$ cat src/rtl/tlc_pkg.sv
// rtl/tlc_pkg.sv - shared constants and state type for the traffic-light controller
package tlc_pkg;

  localparam int VAL_W        = 5;
  localparam int T_RED        = 28;
  localparam int T_YELLOW     = 3;
  localparam int T_GREEN      = 28;
  localparam int TICK_DIV_DEF = 50000000;
  localparam int TICK_DIV_SIM = 4;

  typedef enum logic [1:0] {
    ST_IDLE = 2'd0,
    ST_RUN  = 2'd1,
    ST_DONE = 2'd2
  } tlc_state_e;

endpackage

$ cat src/rtl/tlc_bin2bcd.sv
// rtl/tlc_bin2bcd.sv - combinational binary to two-digit BCD by repeated compare-subtract
module tlc_bin2bcd #(
  parameter int VAL_W = tlc_pkg::VAL_W
) (
  input  logic [VAL_W-1:0] value,
  output logic [3:0]       tens,
  output logic [3:0]       ones
);

  localparam int MAX_TENS = ((1 << VAL_W) - 1) / 10;

  logic [VAL_W-1:0] rem;
  logic [3:0]       tens_cnt;

  always_comb begin
    rem      = value;
    tens_cnt = 4'd0;
    for (int i = 0; i < MAX_TENS; i++) begin
      if (rem >= VAL_W'(10)) begin
        rem      = rem - VAL_W'(10);
        tens_cnt = tens_cnt + 4'd1;
      end
    end
    tens = tens_cnt;
    ones = rem[3:0];
  end

endmodule

$ cat src/rtl/tlc_timer.sv
// rtl/tlc_timer.sv - seconds countdown responding to dp_rst/dp_value with cnt_done and BCD readout
module tlc_timer #(
  parameter int TICK_DIV = tlc_pkg::TICK_DIV_DEF,
  parameter int VAL_W    = tlc_pkg::VAL_W,
  parameter int PRE_W    = 26
) (
  input  logic             clk,
  input  logic             rst,
  input  logic             dp_rst,
  input  logic [VAL_W-1:0] dp_value,
  input  logic             pause,
  output logic             cnt_done,
  output logic             tick,
  output logic [VAL_W-1:0] remaining,
  output logic [3:0]       bcd_tens,
  output logic [3:0]       bcd_ones,
  output logic             busy
);

  import tlc_pkg::*;

  tlc_state_e       state, state_nxt;
  logic [PRE_W-1:0] pre;
  logic             sec_end;
  logic             run_en;
  logic [3:0]       tens_c, ones_c;

  assign sec_end = (pre == PRE_W'(TICK_DIV - 1));
  assign run_en  = (state == ST_RUN) && !pause;

  always_ff @(posedge clk) begin
    if (!rst) state <= ST_IDLE;
    else      state <= state_nxt;
  end

  // ST_RUN always implies remaining > 0, so the last tick is remaining==1 at sec_end
  always_comb begin
    state_nxt = state;
    if (dp_rst)
      state_nxt = (dp_value == '0) ? ST_DONE : ST_RUN;
    else if (run_en && sec_end && remaining == VAL_W'(1))
      state_nxt = ST_DONE;
  end

  always_comb begin
    cnt_done = (state == ST_DONE);
    busy     = (state == ST_RUN);
  end

  always_ff @(posedge clk) begin
    if (!rst) begin
      pre       <= '0;
      remaining <= '0;
      tick      <= 1'b0;
      bcd_tens  <= 4'd0;
      bcd_ones  <= 4'd0;
    end else begin
      tick     <= 1'b0;
      bcd_tens <= tens_c;
      bcd_ones <= ones_c;
      if (dp_rst) begin
        remaining <= dp_value;
        pre       <= '0;
      end else if (run_en) begin
        if (sec_end) begin
          pre       <= '0;
          remaining <= remaining - VAL_W'(1);
          tick      <= 1'b1;
        end else begin
          pre <= pre + PRE_W'(1);
        end
      end
    end
  end

  tlc_bin2bcd #(.VAL_W(VAL_W)) u_bin2bcd (
    .value (remaining),
    .tens  (tens_c),
    .ones  (ones_c)
  );

endmodule

$ cat config.mk
export PLATFORM = sky130hd
export DESIGN_NAME = tlc_timer
export DESIGN_NICKNAME = d
export VERILOG_FILES = /design/src/rtl/tlc_pkg.sv /design/src/rtl/tlc_bin2bcd.sv /design/src/rtl/tlc_timer.sv
export SDC_FILE = /design/constraint.sdc
export NUM_CORES = 1
export LEC_CHECK = 0
export ABC_AREA = 1
export CAP_MARGIN = 20
export CELL_PAD_IN_SITES_DETAIL_PLACEMENT = 0
export CELL_PAD_IN_SITES_GLOBAL_PLACEMENT = 1
export CORE_MARGIN = 1.5
export CORE_UTILIZATION = 41
export DETAILED_ROUTE_END_ITERATION = 16
export PLACE_DENSITY = 0.85
export SYNTH_ARGS = -nofsm -noshare
export SYNTH_HDL_FRONTEND = slang
export SYNTH_SLANG_ARGS = --single-unit
$ cat constraint.sdc
create_clock -name clk -period 3.1 [get_ports clk]
set_clock_uncertainty 0.05 [all_clocks]
set_input_delay 0.93 -clock clk [delete_from_list [all_inputs] [get_ports clk]]
set_output_delay 0.93 -clock clk [all_outputs]
set_load 0.05 [all_outputs]
==> results of run 1 <==
## cell families after synthesis
family	synth area share, %
AOI/OAI and AO/OA	12.0
xor gates and xnor gates	2.50
adders and majority gates	4.60
buffers and inverters	10.4
DFF	33.5
other	0.153
and+or+nand+nor	36.9
## where the power goes
group	internal, W	leakage, nW	total [W]	switching (W)
Clock	0.000176	0.0433	0.000367	0.000190
Sequential	0.000552	0.333	0.000569	0.0000175
Combinational	0.000144	0.776	0.000406	0.000262
## registers in the layout, summed over array words and instances (netlist names)
signal / cells
pre: 26
bcd_tens: 3
tick: 1
bcd_ones: 4
state: 2
remaining: 5
## per-stage QoR
stage	util, %	hold slack (ps)	area [um2]
2_1_floorplan	-	373	2450
3_3_place_gp	48.9	386	2760
3_5_place_dp	48.9	386	2760
4_1_cts	50.5	398	2850
5_1_grt	50.5	440	2850
6_report	50.5	403	2850
## cell type report
class	count	share of cell area [%]
Sequential cell	41	28.8
Timing Repair Buffer	28	9.41
Clock inverter	1	0.264
Tap cell	72	3.16
Multi-Input combinational cell	244	48.3
Clock buffer	6	2.90
Inverter	54	7.12
## cell usage in the layout, fill, tap and decap left out, drive strengths merged
| master | synthesis | layout |
|---|---|---|
| nand2 | 71 | 71 |
| inv | 54 | 54 |
| dfxtp | 41 | 41 |
| nor2 | 39 | 39 |
| nand3 | 36 | 36 |
| clkdlybuf4s50 | 0 | 23 |
| a21oi | 23 | 23 |
| o21ai | 17 | 17 |
| nor3 | 13 | 13 |
| ha | 9 | 9 |
| nand4 | 8 | 8 |
| nor4 | 6 | 6 |
| clkbuf | 1 | 6 |
| xor2 | 5 | 5 |
| buf | 7 | 5 |
| a31oi | 3 | 3 |
| or2 | 2 | 2 |
| xnor2 | 2 | 2 |
| and2 | 1 | 1 |
| a21o | 1 | 1 |
| o21a | 1 | 1 |
| o211a | 1 | 1 |
| a211oi | 1 | 1 |
| o221a | 1 | 1 |
| o41ai | 1 | 1 |
| o31ai | 1 | 1 |
| o22ai | 1 | 1 |
| conb | 1 | 1 |
| clkinvlp | 0 | 1 |
## worst reg2reg max path, cell delays in order (launching register included)
cell and delay [ps]:
dfxtp_1 450, inv_1 160, ha_1 220, inv_1 120, nand2_2 90, nand3_4 160
nand2_2 60, nand2_2 90, nand2_4 70, nand2_4 100, nand2_4 60, nand2_2 60
nand2_2 60, inv_1 70, ha_1 170, inv_1 50, nand3_1 100, nand2_1 60
inv_1 140, nand2_4 80, nor2_1 110, nor2_2 50
## worst paths after layout
| kind | startpoint | to | slack [ps] | cells past startpoint |
|---|---|---|---|---|
| worst max-delay path | remaining[3] | remaining[3] | 350 | 1 |
| worst min-delay path | pre[14] | pre[14] | 400 | 2 |
| worst max register to register | remaining[1] | bcd_tens[0] | 400 | 21 |
| worst min register to register | pre[14] | pre[14] | 400 | 2 |
## layer usage
| metal | GRT usage (%) | vias up |
|---|---|---|
| met2 | 29.0 | 38 |
| li1 | - | 1190 |
| met1 | 22.8 | 998 |
| met4 | 5.86 | 0 |
| met3 | 3.64 | 8 |
| met5 | 0 | - |
==> impl_metrics.csv, run 1 <==
group,metric,value,unit
status,status,"complete, no violations",
timing,tns,0,ps
finish,seqCellArea,821,um2
synthesis,synthTopCellsByCount,"nand2_1 (57), inv_1 (46), dfxtp_1 (41), nand3_1 (31), nor2_1 (31)",
die,start_util,43.4,%
timing,final_hold_viol_count,0,
power_and_ir_drop,vdd_ir_drop_max,294,uV
clock_network,cts.clk_slew.worst_paths,80,ps
synthesis,async_flop_share,0,%
timing,rsz0062_at_grt,"false",
clock_network,cts_sinks,41,
global_routing,overflow,0,
placed_design,gp_congestion,0.873,
synthesis,ys_ff_latch,41,
clock_network,cts_tree,"built",
critical_path,cp_slowest_cell,"clkdlybuf4s50_1",
global_routing,globalRouteTotalUtil,17.6,%
die,rows,27,
critical_path,crit_family,"buffers and inverters",
finish,area_growth,16.2,%
timing,slew_violations,0,
routing,ant_nets,0,
global_routing,grt_max_degree,14,
routing,drt_pass1_iterations,4,
clock_network,postCtsResizedCells,0,
synthesis,synth_top_area_share,33.5,%
synthesis,yosys.cell_count.top_type,"nand2_1",
synthesis,syn_area,2450,um2
clock_network,cts_buffer_depth,2,
synthesis,syn_nets,365,
synthesis,synth_warnings,0,
finish,drive_gt1_share,14.4,%
power_and_ir_drop,leakage,1.15,nW
placed_design,hpwl,3960,um
clock_network,cts_buffers,5,
synthesis,synth_cells,347,
finish,fin_nets,392,
critical_path,start_kind,"flip-flop",
routing,avgViaCountPerCell,5.01,
critical_path,worstPathRequired,2120,ps
clock_network,clock_latency,300,ps
timing,setup_viol,0,
placed_design,place_inst,439,
synthesis,synth-edff-count,0,
clock_network,hold_buffers,0,
routing,route.met3.wl,177,um
die,die_h,80.3,um
critical_path,max_stage_delay,880,ps
routing,wl_per_cell,11.6,um
critical_path,worst_ep_arrival_time,1770,ps
routing,route.met2.wl,2380,um
critical_path,cp_max_fo,9,
job,cap_violations,0,
routing,wl_met1,2510,um
critical_path,crit_buf_inv,1,
clock_network,clockRootBuffer,"clkbuf_8",
global_routing,antenna_found_initial,0,
finish,layout.cells.non_filler,446,
die,core,5640,um2
power_and_ir_drop,fin_total_pwr,0.00134,W
routing,num_vias,2234,
timing,clock.fmax,0.364,GHz
die,die_w,80.3,um
die,boundaryPins,25,
die,dieArea,6450,um2
routing,totalWireLength,5150,um
clock_network,post_cts_buffers,0,
clock_network,cts_max_level,2,
timing,slew_headroom,66.6,%
synthesis,synthTopCellsByArea,"dfxtp_1 (34%), nand2_1 (8.7%), inv_1 (7.0%), nand3_1 (6.3%), nor2_1 (4.7%)",
routing,drtIter0Drc,140,
synthesis,ys_seq_area_share,33.5,%
synthesis,yosysUniqueCellTypes,38,
finish,antenna_cells,0,
critical_path,path_cells,"clkdlybuf4s50_1",
global_routing,grt_pass1_vias,2046,
timing,timing.final.crit_share,88.6,%
synthesis,syn_area_per_cell,7.06,um2
timing,period_minus_slack,2750,ps
routing,drc,0,
hold_path,holdCritPathClass,"reg -> reg",
critical_path,worstSetupPathType,"reg -> out",
power_and_ir_drop,cellPowerDensity,471,nW/um2
global_routing,grt_pass1_wl,8980,um
placed_design,port_buffers,23,
synthesis,synth-main-ff-cell,"dfxtp_1",
synthesis,yosys.area.top_type,"dfxtp_1",
finish,multi_input_area,1380,um2
timing,worstMarginPinSlew,500,ps
timing,worst_slack,354,ps
routing,top_layer_used,"met4",
placed_design,place_ws,394,ps
finish,fill_cells,581,
critical_path,crit_path_end_kind,"primary output",
Power figures use the tool's default switching activity.
==> inputs of run 2 (changes only) <==
- CORE_UTILIZATION: 41 -> 44
- PLACE_DENSITY: 0.85 -> 0.9
- clock period: 3.1 -> 3.43 ns (I/O delays scaled with it)
==> impl_metrics.csv, run 2 (same netlist as run 1, synthesis figures left out) <==
group,metric,value,unit
status,status,"complete, no violations",
global_routing,antenna_found_initial,0,
clock_network,cts_buffer_depth,2,
finish,final_common_cell,"nand2_1",
placed_design,hpwl,4050,um
critical_path,start_kind,"flip-flop",
clock_network,postCtsResizedCells,0,
die,boundaryPins,25,
routing,drc,0,
critical_path,crit_start,"remaining[3]",
finish,drive_gt1_share,14.2,%
global_routing,met1_usage,25.0,%
finish,layout_common_cells,"nand2_1 (57), inv_1 (46), dfxtp_1 (41)",
routing,ant_nets,0,
clock_network,cts_sinks,41,
clock_network,hold_buffers,0,
critical_path,crit_family,"buffers and inverters",
critical_path,crit_path_end_kind,"primary output",
die,rows,26,
die,die_h,77.6,um
finish,fill_cells,508,
die,start_util,46.8,%
timing,rsz0062_at_grt,"false",
critical_path,cp_slowest_cell,"clkdlybuf4s50_1",
finish,seqCellArea,821,um2
power_and_ir_drop,leakage,1.15,nW
global_routing,grt_util_met3,3.29,%
placed_design,gp_congestion,0.889,
timing,worstMarginPinSlew,500,ps
finish,largest_register_ffs,26,
critical_path,cp_max_fo,9,
global_routing,overflow,0,
critical_path,rrSetupSlack,710,ps
timing,slew_violations,0,
timing,clock.fmax,0.353,GHz
clock_network,clock_latency,290,ps
critical_path,cp-endpoint,"remaining[3]",
job,cap_violations,0,
critical_path,worstSetupPathType,"reg -> out",
critical_path,max_stage_delay,890,ps
routing,drt_pass1_iterations,4,
routing,avgViaCountPerCell,5.00,
global_routing,grt_max_degree,15,
critical_path,path_cells,"clkdlybuf4s50_1",
routing,totalWireLength,5270,um
critical_path,worst_ep_arrival_time,1750,ps
routing,wl_per_cell,11.9,um
global_routing,globalRouteTotalUtil,18.6,%
timing,setup_viol,0,
timing,timing.final.crit_share,82.6,%
critical_path,r2r-start,"remaining[1]",
critical_path,rr_worst_depth,21,
critical_path,crit_buf_inv,1,
clock_network,cts_max_level,2,
finish,utilization,54.2,%
power_and_ir_drop,cellPowerDensity,434,nW/um2
finish,fin_nets,390,
clock_network,cts_tree,"built",
die,dieArea,6020,um2
finish,area_growth,15.9,%
clock_network,clockRootBuffer,"clkbuf_8",
critical_path,worstPathRequired,2350,ps
timing,slew_headroom,66.6,%
finish,top_register,"pre",
timing,final_hold_viol_count,0,
power_and_ir_drop,vdd_ir_drop_max,302,uV
finish,top_regs,"pre: 26 flops, remaining: 5 flops, bcd_ones: 4 flops",
die,core,5240,um2
critical_path,worst-path-stages,1,
global_routing,grt_pass1_wl,9070,um
global_routing,grt_pass1_vias,2041,
routing,num_vias,2217,
placed_design,port_buffers,23,
clock_network,cts_buffers,5,
global_routing,met2_usage,30.5,%
clock_network,cts.clk_slew.worst_paths,70,ps
routing,drtIter0Drc,170,
finish,antenna_cells,0,
finish,multi_input_area,1380,um2
timing,tns,0,ps
hold_path,holdCritPathClass,"reg -> reg",
die,die_w,77.6,um
global_routing,busiest_layer,"met2",
timing,period_minus_slack,2830,ps
critical_path,r2r-end,"bcd_tens[0]",
clock_network,post_cts_buffers,0,
==> run 2: changes by cell type in the layout (fill, tap and decap cells not counted), sizes merged <==
cell and change:
clkinvlp -1, clkbuf +1, buf -2, clkinv +1
==> run 2: worst min path at each step <==
| stage | from | endpoint | cells past startpoint |
|---|---|---|---|
| final | pre[14] | pre[14] | 2 |
| after global routing | pre[14] | pre[14] | 2 |
| after CTS | pre[14] | pre[14] | 2 |
| after detailed placement | pre[14] | pre[14] | 2 |
| after global placement | pre[14] | pre[14] | 2 |
| after floorplan | pre[14] | pre[14] | 2 |
==> run 2: stage by stage <==
step / instances / cell area, um2 / power (W) / worst slack, ps / hold slack, ps
2_1_floorplan: 347 / 2450 / 0.000808 / 613 / 373
3_3_place_gp: 435 / 2740 / 0.000892 / 482 / 381
3_5_place_dp: 435 / 2740 / 0.000896 / 395 / 391
4_1_cts: 443 / 2840 / 0.00125 / 582 / 403
5_1_grt: 443 / 2840 / 0.00130 / 403 / 414
6_report: 443 / 2840 / 0.00123 / 596 / 397
==> run 2: area by class of cell <==
type	count	share of cell area [%]
Clock inverter	1	0.176
Clock buffer	7	3.39
Inverter	54	7.14
Sequential cell	41	28.9
Timing Repair Buffer	26	8.90
Multi-Input combinational cell	244	48.4
Tap cell	70	3.08
==> run 2: power breakdown <==
| group | leakage (nW) | switching (W) | total [W] | internal, W |
|---|---|---|---|---|
| sequential | 0.333 | 0.0000163 | 0.000515 | 0.000498 |
| combinational | 0.766 | 0.000240 | 0.000369 | 0.000130 |
| clock | 0.0542 | 0.000166 | 0.000348 | 0.000182 |
==> run 2: per-layer routing <==
layer | vias up | share of wire, %
met5 | - | 0
met1 | 986 | 50
met2 | 39 | 46
li1 | 1187 | -
met4 | 0 | 1.0
met3 | 5 | 3.3
==> patch (config.mk and constraints of run 1) <==
Encoding of `tlc_state_e`: now one-hot (3 bits for 3 states).
--- a/src/rtl/tlc_pkg.sv
+++ b/src/rtl/tlc_pkg.sv
@@ -9,8 +9,8 @@
   localparam int TICK_DIV_SIM = 4;
 
-  typedef enum logic [1:0] {
-    ST_IDLE = 2'd0,
-    ST_RUN  = 2'd1,
-    ST_DONE = 2'd2
+  typedef enum logic [2:0] {
+    ST_IDLE = 3'b001,
+    ST_RUN  = 3'b010,
+    ST_DONE = 3'b100
   } tlc_state_e;
 
Function: no difference found for any inputs over 10 cycles, from zero or initial values and one cycle with rst low; not proved beyond that.
==> patch against run 1 <==
Area after synthesis grew 5.8%; setup slack worse by 0.032 ns; register-to-register slack improved by 0.09 ns; power down 10%; sequential power increased by 0.7%; count of clock-buffer cells in the layout stayed put; sequential cell count rose by 1; final area is 4.5% higher; wire length grew 15%; via count increased by 7.9%; largest cell class unchanged.
==> patch: results (changes against run 1) <==
| Metric | Value |
|---|---|
| Result of the run | finished, final reports clean (unchanged) |
| Vias in the first global route | 2381 (was 2046) |
| Worst reg2reg setup slack | 0.49 ns (was 0.40 ns) |
| Slowest stage delay, CP | 0.85 ns (was 0.88 ns) |
| Total leakage power | 0.001138 uW (was 0.001152 uW) |
| Number of cells produced by synthesis | 369 (was 347) |
| Per-cell routed wire length | 12.64 um (was 11.56 um) |
| Worst-Skew Late Latency | 0.30 ns (about the same) |
| Worst IR drop on VDD | 0.2135 mV (was 0.2944 mV) |
| Final nets | 413 (was 392) |
| Clock root buffer | sky130_fd_sc_hd__clkbuf_8 (unchanged) |
| Number of distinct library cell variants in the gate-level netlist after synthesis | 42 (was 38) |
| Total of buffers placed on input and output ports | 23 (unchanged) |
| HPWL after detailed placement | 4673 um (was 3962 um) |
| Worst Path Arrival | 1.80 ns (was 1.77 ns) |
| Maximum number of pins on one net before global-route repair | 13 (was 14) |
| Initial detailed-routing violation count | 97 (was 140) |
| Rel. slew slack | 0.6624 (was 0.6658) |
| Main flop type after synthesis | sky130_fd_sc_hd__dfxtp_1 (unchanged) |
| Capture instance of the worst register-to-register path | bcd_tens[0] (unchanged) |
| Crit Path Max Fanout | 2 (was 9) |
| TritonCTS Buffers | 5 (unchanged) |
| Routability-driven placement congestion ratio | 0.8494 (was 0.8729) |
| Via/cell ratio | 5.130 (was 5.009) |
| Share of layout cells above drive strength 1 | 0.1215 (was 0.1444) |
| Post-cts sizing count | 0 (unchanged) |
| Nets in the synthesized netlist | 387 (was 365) |
| R2R cell count | 17 (was 21) |
| List of most frequent post-synthesis cells | 77 x sky130_fd_sc_hd__nand2_1, 42 x sky130_fd_sc_hd__dfxtp_1, 40 x sky130_fd_sc_hd__inv_1, 39 x sky130_fd_sc_hd__nor2_1, 25 x sky130_fd_sc_hd__a21oi_1 (was 57 x sky130_fd_sc_hd__nand2_1, 46 x sky130_fd_sc_hd__inv_1, 41 x sky130_fd_sc_hd__dfxtp_1, 31 x sky130_fd_sc_hd__nand3_1, 31 x sky130_fd_sc_hd__nor2_1) |
| Global-route wire length before repair | 10620 um (was 8983 um) |
| Tot GR Track Use | 0.2013 (was 0.1761) |
| Biggest regs | pre: 26 flops, remaining: 5 flops, bcd_ones: 4 flops (unchanged) |
| Post-synthesis sequential area ratio | 0.3245 (was 0.3350) |
| Place WS | 0.4066 ns (was 0.3943 ns) |
| Delay-heaviest family, CP | buffers and inverters (unchanged) |
| Critical Path Sink | cnt_done (was remaining[3]) |
| Warnings, synthesis | 0 (unchanged) |
| Number of inserted diodes | 0 (unchanged) |
| Timing startpoint of the critical path | state[2] (was remaining[3]) |
| Cell types with the largest area share after synthesis | sky130_fd_sc_hd__dfxtp_1 32%, sky130_fd_sc_hd__nand2_1 11%, sky130_fd_sc_hd__inv_1 5.8% (was sky130_fd_sc_hd__dfxtp_1 34%, sky130_fd_sc_hd__nand2_1 8.7%, sky130_fd_sc_hd__inv_1 7.0%) |
## patch: changes by cell type after synthesis, sizes merged, moves of 3 or more
cell,delta
nand2,+18
nand3,-13
nand4,+3
nor3,+4
nor2,+5
nand3b,+6
inv,-5
o21ai,-7
buf,-3
## patch: layout make-up
| class | instances | area [sq um] |
|---|---|---|
| Fill cell | 632 | 3050 |
| Multi-Input combinational cell | 271 | 1524 |
| Sequential cell | 42 | 840.8 |
| Timing Repair Buffer | 26 | 252.7 |
| Inverter | 49 | 183.9 |
| Tap cell | 75 | 93.84 |
| Clock buffer | 6 | 72.57 |
| Clock inverter | 1 | 7.507 |
## patch: cells by family (layout without fill, tap and decap cells)
family	after synthesis	after routing	share of synthesized area
flops	42	42	0.3245
fa+ha+maj	9	9	0.04346
simple gates	201	201	0.3979
compound gates	50	50	0.1115
xor+xnor	10	10	0.03380
other cells	1	1	0.001447
buf+inv	56	82	0.08739
## patch: power breakdown
part | switching (uW) | internal [uW]
Combinational | 187 | 102
Sequential | 14.0 | 559
Clock | 191 | 155
Total | 392 | 816
## patch: worst min-delay path by stage
stage	cells after the start	slack, ns	from	endpoint
3_3_place_gp	1	0.41	pre[22]	pre[22]
2_1_floorplan	1	0.39	pre[22]	pre[22]
6_report	1	0.42	pre[22]	pre[22]
5_1_grt	1	0.45	pre[22]	pre[22]
3_5_place_dp	1	0.41	pre[22]	pre[22]
4_1_cts	1	0.43	pre[22]	pre[22]
## patch: worst reg2reg max path, cell delays in order (launching register included)
cell and delay (ns):
sky130_fd_sc_hd__dfxtp_1 0.39, sky130_fd_sc_hd__inv_1 0.15, sky130_fd_sc_hd__ha_1 0.22, sky130_fd_sc_hd__inv_1 0.11, sky130_fd_sc_hd__nand2_1 0.11, sky130_fd_sc_hd__nand3_4 0.14
sky130_fd_sc_hd__nand3_2 0.16, sky130_fd_sc_hd__a21o_1 0.24, sky130_fd_sc_hd__nand2_1 0.12, sky130_fd_sc_hd__inv_1 0.06, sky130_fd_sc_hd__ha_1 0.20, sky130_fd_sc_hd__nand3b_1 0.17
sky130_fd_sc_hd__nand2_1 0.08, sky130_fd_sc_hd__inv_2 0.06, sky130_fd_sc_hd__nand2_2 0.10, sky130_fd_sc_hd__nand2_2 0.06, sky130_fd_sc_hd__nand2_1 0.05, sky130_fd_sc_hd__nor2_1 0.04
## patch: through the flow
step	instances	utilization	area, sq um
after floorplan	369	-	2591
after global placement	463	0.4805	2895
after detailed placement	463	0.4805	2895
after CTS	470	0.4938	2975
after global routing	470	0.4938	2975
final	470	0.4938	2975
## patch: per-layer routing
layer,up-vias,global-route usage,part of all wire
met1,1086,0.2425,0.46
met5,-,0,0
met3,12,0.04615,0.040
met2,52,0.3488,0.48
li1,1261,-,-
met4,0,0.07167,0.021
